<file path="config.mk">
export PLATFORM = sky130hd
export DESIGN_NAME = l1_dcache
export DESIGN_NICKNAME = d
export VERILOG_FILES = /design/src/rtl/l1_dcache.sv
export SDC_FILE = /design/constraint.sdc
export NUM_CORES = 2
export LEC_CHECK = 0
export CAP_MARGIN = 20
export CORE_ASPECT_RATIO = 1.75
export CORE_MARGIN = 10
export CORE_UTILIZATION = 45
export DETAILED_ROUTE_END_ITERATION = 10
export DONT_BUFFER_PORTS = 1
export PLACE_DENSITY_LB_ADDON = 0.3
export SYNTH_ARGS = -nofsm -noshare
export SYNTH_HDL_FRONTEND = slang
export SYNTH_SLANG_ARGS = --single-unit
</file>
<file path="constraint.sdc">
create_clock -name clk -period 8.8 [get_ports clk]
set_input_delay 2.2 -clock clk [delete_from_list [all_inputs] [get_ports clk]]
set_output_delay 2.2 -clock clk [all_outputs]
set_load 0.005 [all_outputs]
</file>
<file path="src/rtl/l1_dcache.sv">
// Direct-mapped write-back/write-allocate L1 data cache, 128-bit lines.
// Define DCACHE_PERF_EN to add hit_count/miss_count outputs.
module l1_dcache #(
  parameter int NUM_SETS   = 8,
  parameter int LINE_BYTES = 16
) (
  input  logic         clk,
  input  logic         reset,
`ifdef DCACHE_PERF_EN
  output logic [15:0]  hit_count,
  output logic [15:0]  miss_count,
`endif
  input  logic [15:0]  mem_address,
  input  logic         mem_read,
  input  logic         mem_write,
  input  logic [1:0]   mem_byte_enable,
  input  logic [15:0]  mem_wdata,
  output logic [15:0]  mem_rdata,
  output logic         mem_resp,
  output logic [15:0]  pmem_address,
  output logic         pmem_read,
  output logic         pmem_write,
  output logic [127:0] pmem_wdata,
  input  logic [127:0] pmem_rdata,
  input  logic         pmem_resp
);

  localparam int IW = $clog2(NUM_SETS);
  localparam int TW = 12 - IW;
  localparam int LW = LINE_BYTES * 8;

  typedef enum logic [1:0] {
    IDLE,
    WRITEBACK,
    FILL
  } state_t;

  state_t state, state_n;

  logic [NUM_SETS-1:0] valid, dirty;
  logic [TW-1:0] tags [NUM_SETS];
  logic [LW-1:0] lines [NUM_SETS];

  logic [IW-1:0] idx, miss_idx;
  logic [TW-1:0] tag, miss_tag;
  logic [2:0]    word;
  logic [LW-1:0] cur_line;
  logic          req, hit, miss, fill_done;
  logic          unused_bit;

  assign idx        = mem_address[4 +: IW];
  assign tag        = mem_address[15 -: TW];
  assign word       = mem_address[3:1];
  assign unused_bit = mem_address[0];
  assign req        = mem_read | mem_write;
  assign cur_line   = lines[idx];

  assign hit = !reset && state == IDLE && req
             && valid[idx] && tags[idx] == tag;
  assign miss = !reset && state == IDLE && req && !hit;
  assign fill_done = state == FILL && pmem_resp;

  always_comb begin
    state_n      = state;
    mem_resp     = hit;
    mem_rdata    = '0;
    pmem_read    = 1'b0;
    pmem_write   = 1'b0;
    pmem_address = '0;
    pmem_wdata   = '0;
    if (hit && !mem_write)
      mem_rdata = cur_line[{word, 4'b0000} +: 16];
    if (!reset) begin
      unique case (state)
        IDLE: begin
          if (miss)
            state_n = (valid[idx] && dirty[idx])
                    ? WRITEBACK : FILL;
        end
        WRITEBACK: begin
          pmem_write   = 1'b1;
          pmem_address = {tags[miss_idx], miss_idx, 4'b0000};
          pmem_wdata   = lines[miss_idx];
          if (pmem_resp)
            state_n = FILL;
        end
        FILL: begin
          pmem_read    = 1'b1;
          pmem_address = {miss_tag, miss_idx, 4'b0000};
          if (pmem_resp)
            state_n = IDLE;
        end
        default: state_n = IDLE;
      endcase
    end
  end

  // Miss index/tag are latched so the fill lands in the original line.
  always_ff @(posedge clk) begin
    if (reset) begin
      state    <= IDLE;
      valid    <= '0;
      dirty    <= '0;
      miss_idx <= '0;
      miss_tag <= '0;
    end else begin
      state <= state_n;
      if (miss) begin
        miss_idx <= idx;
        miss_tag <= tag;
      end
      if (hit && mem_write)
        dirty[idx] <= 1'b1;
      if (fill_done) begin
        valid[miss_idx] <= 1'b1;
        dirty[miss_idx] <= 1'b0;
      end
    end
  end

  always_ff @(posedge clk) begin
    if (hit && mem_write) begin
      if (mem_byte_enable[0])
        lines[idx][{word, 4'b0000} +: 8] <= mem_wdata[7:0];
      if (mem_byte_enable[1])
        lines[idx][{word, 4'b1000} +: 8] <= mem_wdata[15:8];
    end
    if (!reset && fill_done) begin
      lines[miss_idx] <= pmem_rdata;
      tags[miss_idx]  <= miss_tag;
    end
  end

`ifdef DCACHE_PERF_EN
  logic after_fill;

  always_ff @(posedge clk) begin
    if (reset) begin
      after_fill <= 1'b0;
      hit_count  <= '0;
      miss_count <= '0;
    end else begin
      after_fill <= fill_done;
      if (mem_resp && !after_fill)
        hit_count <= hit_count + 16'd1;
      if (miss)
        miss_count <= miss_count + 16'd1;
    end
  end
`endif

endmodule

</file>
* Word level (Yosys, flattened, before mapping) *
Memories as Yosys holds them, arrays and structs flattened. A register that Yosys moved wholly into a read port is not among the register bits.
Index checks and enable logic that the tools add are counted.

storage, ports and cells
  flip-flop bits (word level) = 30
  bits in writable memories = 1096
  input port bits = 167
  output and inout bits = 163
  word-level logic and storage cells = 343
  memories kept = 2

operators by class
  add/sub/neg operators = 2
  $lt $le $gt $ge = 4
  eq/ne operators = 6
  shift operators = 5
  multiplexer cells = 168
  bitwise gates (word level) = 133
  reduce and logical (&&, ||, !) cells = 18

memories
  name   depth  width  rd ports  clocked after Yosys merged registers in  write ports  line  RTL
  lines  8      128    2         1                                        1            42    logic [LW-1:0] lines [NUM_SETS];
  tags   8      9      2         1                                        1            41    logic [TW-1:0] tags [NUM_SETS];

operators by type and width
  cell                     count
  $mux 128                 6
  $shift 8x9->128 const A  2
  $shiftx 8x9->128         2
  $mux 1                   142
  $or 1x1->1               129
  $reduce_or 128->1        1
  $shiftx 128x8->16        1
  $mux 16                  2
  $pmux 16 s2              1
  $mux 8                   3
  $neg 7->9                2
  $or 8x8->8               2
  $mux 3                   5
  $logic_and 1x1->1        12
  $eq 9x9->1               1
  $and 8x8->8              1
  $lt 3x4->1 const B       2
  $mux 2                   4
  $not 8->8                1
  $bmux 1 s3               2
  $demux 1 s3              2
  $ge 3x1->1 const B       2
  $ne 2x2->1 const B       3
  $pmux 2 s3               1
  5 further kinds          7

* Longest topological paths before layout *
  depth after elaboration = 10
  mapped depth = 14
  mapped depth without buffers = 9

* Worst setup path before layout *
Ideal clock, no wire load.

  path kind = input to output
  from = input port mem_address[5]
  to = output port mem_rdata[14]
  arrival = 4533 ps
  data required time = 6600 ps
  setup slack = 2067 ps
  stages = 10
  buffers on the path = 3
  cell sequence = buf_4 -> buf_6 -> mux4_2 -> mux2i_1 -> xor2_1 -> nand2_1 -> or4_1 -> or3_1 -> buf_6 -> a311oi_1

on the way
  cells in the longest elaborated chain, start to end = 6
  elaborated cells on any way between the ends = 10
  those cells by class = eq/ne: 1; shift: 1; mux: 3; reduce/logical: 3; memory: 2

ends and longest elaborated chain
  item                                                   line  RTL
  start, declared                                        13    input logic [15:0] mem_address,
  branches (longest 5 deep; another with $mem_v2 8x128)  --
  $mux 16 (*)                                            71    if (hit && !mem_write)
  end, declared                                          18    output logic [15:0] mem_rdata,

Every way passes the cells marked *. The select of a mux whose other input is x is not followed.

* Final worst setup path *
  from = input port mem_address[6]
  to = output port mem_rdata[14]

The elaborated chain is that of the path after synthesis.

==> run metrics <==
post-synthesis mux area share=19.1%; Die X=282 um; register area share after synthesis=62.2%; routed wire length per instance=42.3 um; Die H=478 um; Commonest cells post-synth=edfxtp_1 (1096), mux4_2 (320), o22ai_1 (279); Hold Fails Final Rpt=0; Critical Path, Cell by Cell=nor2_1, a221oi_1, xnor2_1, nand3_1, or3_1, a311oi_1, buf_4; TritonRoute pass-1 iters=6; synthesized area per cell=15.1 um2; Hold/Removal Path Class=reg -> reg; Synth Area in Compound Gates=10.5%; Power Density=206 nW/um2; skew final=0.0345 ns; global route overflow=0; Mapped Cells=3564; CP Class=in -> out; CTS Buf Count=97; share of layout cells above drive strength 1=23.4%; Final Routed Wirelength=222 mm; Worst-path clk slew=0.06 ns; Port Buffers=0; CTS Sinks=1129; Top FF cell, synth=edfxtp_1; Tcrit/Tclk final=97.6%; status=completed; CP peak stage delay=1.08 ns; f_max=116 MHz; Cell Area, Placed=56500 um2; Netlist cell types=73; crit end category=output pin; adder-cell share of the synthesized area=0.209%; pre-CTS setup slack=0.924 ns; Final WS setup=0.211 ns; number of setup violations in the final report=0; WHS=0.442 ns; CP Max Fanout=196; EDFF count, synth=1096; count leader, synth=edfxtp_1; die area=135000 um2; Clk Latency, worst-skew pair=0.74 ns; Post-CTS Repair Setup Buffers=0; routed vias=38299; maximum clock path buffer count=3; register bit count reported by yosys=1129; Setup TNS=0 ns; CTS root buf=clkbuf_16; Core Box Area=119000 um2; largest family of logic cells by synthesized area=multiplexers; largest cells by area after synthesis=edfxtp_1 (61%), mux4_2 (13%), mux2i_1 (3.5%); largest net degree at the start of global routing=197; final antenna-violating net count=0; CTS tree=yes; Layout area overhead=11.1%; MaxCap Viol Count=0; I/O pins=330; final instance area=59900 um2; Detail Placement HPWL=149 mm; DRC viols=0; Starting DRT DRC Count=6030; Via density=7.31; Final Max Slew Viols=0; Core Rows=168; post-synthesis simple-gate area fraction=5.05%; initial antenna violation count=35; Yosys top cell area share=61.0%; XOR/XNOR Fraction of Synth Area=0.130%; largest area contributor in the netlist=edfxtp_1; post-CTS sizing=0; global-route wire length before repair=299 mm; Max rail drop VDD=172 uV; hold_buf cts=0; total track usage=32.3%; Worst EP required=6.60 ns; Slew headroom=17.6%; Tmin final=8.59 ns; Worst path slowest cell=nor2_1; Syn. warnings=0; FFs w/ async S/R, synth=0%; CP Data Arrival Time=6.39 ns; Slew @ Worst Pin=1.24 ns; Placer Congestion=0.990; cell leakage power=19.5 nW; RSZ-0062 raised after global routing=false; H-Tree Depth=3; CP Launch Type=primary input; vias in the first global route=37235; Initial Util=45.2%; Final nets=3766; Cell Area, Synth=54000 um2
-- state kept, by name, indices dropped and copies added (netlist names), named ones only --
signal	flops
lines	1024
dirty	8
valid	8
state	2
miss_tag	9
tags	72
miss_idx	3
-- layer usage --
layer | global-route usage, % | vias up | share of wire, %
met2 | 50.0 | 3308 | 45
met1 | 37.1 | 19443 | 32
met4 | 21.6 | 30 | 8.4
met3 | 11.8 | 805 | 15
li1 | - | 14713 | -
met5 | 0 | - | 0.091
-- layout make-up --
class	instances	area, um2
antenna	37	92.6
multi-input combinational	2095	19000
inverter	24	90.1
timing repair buffer	243	2000
clock inverter	62	662
tap	1530	1910
clock buffer	117	2560
sequential	1129	33600
fill	9961	59500
-- layout by cell type (no fill, tap or decap), types with 30 or more instances in the layout --
cell          n
o22ai_1     279
edfxtp_1   1096
clkbuf_16    99
nand2_1     160
dfxtp_1      30
mux2i_1     186
a21oi_1      63
a22o_1       70
mux2_2      111
o221ai_1     38
diode_2      37
nor2_1      258
mux4_2      320
o21ai_0     234
buf_4       218
-- per-stage QoR --
stage	util (%)	std cells	total power, mW
after floorplan	-	3567	7.33
after global placement	47.3	5006	7.90
after detailed placement	47.3	5008	7.92
after CTS	50.0	5187	12.3
after global routing	50.1	5212	12.6
final	50.2	5237	12.3
-- where the power goes --
group,total (mW),internal (mW),switching (mW)
Combinational,1.79,0.710,1.08
Sequential,6.07,5.98,0.0887
Clock,4.48,2.47,2.02
Total,12.3,9.16,3.18
-- worst max-delay path: cells and delay by family --
family                    cells  cell delay, ns
buffers and inverters         1            0.24
and+or+nand+nor               3            2.02
AOI/OAI and AO/OA             2            1.15
xor gates and xnor gates      1            0.24
-- final timing paths --
path / startpoint / endpoint / slack [ns] / cells past startpoint
min: valid[4]$_SDFFE_PP0P_ / valid[4]$_SDFFE_PP0P_ / 0.44 / 2
max: mem_address[6] / mem_rdata[14] / 0.21 / 7
max reg2reg: tags[6][6]$_DFFE_PP_ / lines[0][106]$_DFFE_PP_ / 3.76 / 8
min reg2reg: valid[4]$_SDFFE_PP0P_ / valid[4]$_SDFFE_PP0P_ / 0.44 / 2
-- cell families (layout without fill, tap and decap cells) --
group,after synthesis,count (layout)
flops,1129,1129
compound gates,867,867
mux,617,617
simple gates,590,590
buf+inv,343,446
fa+ha+maj,9,9
xor+xnor,8,8
other cells,1,41
Power figures use the tool's default switching activity.
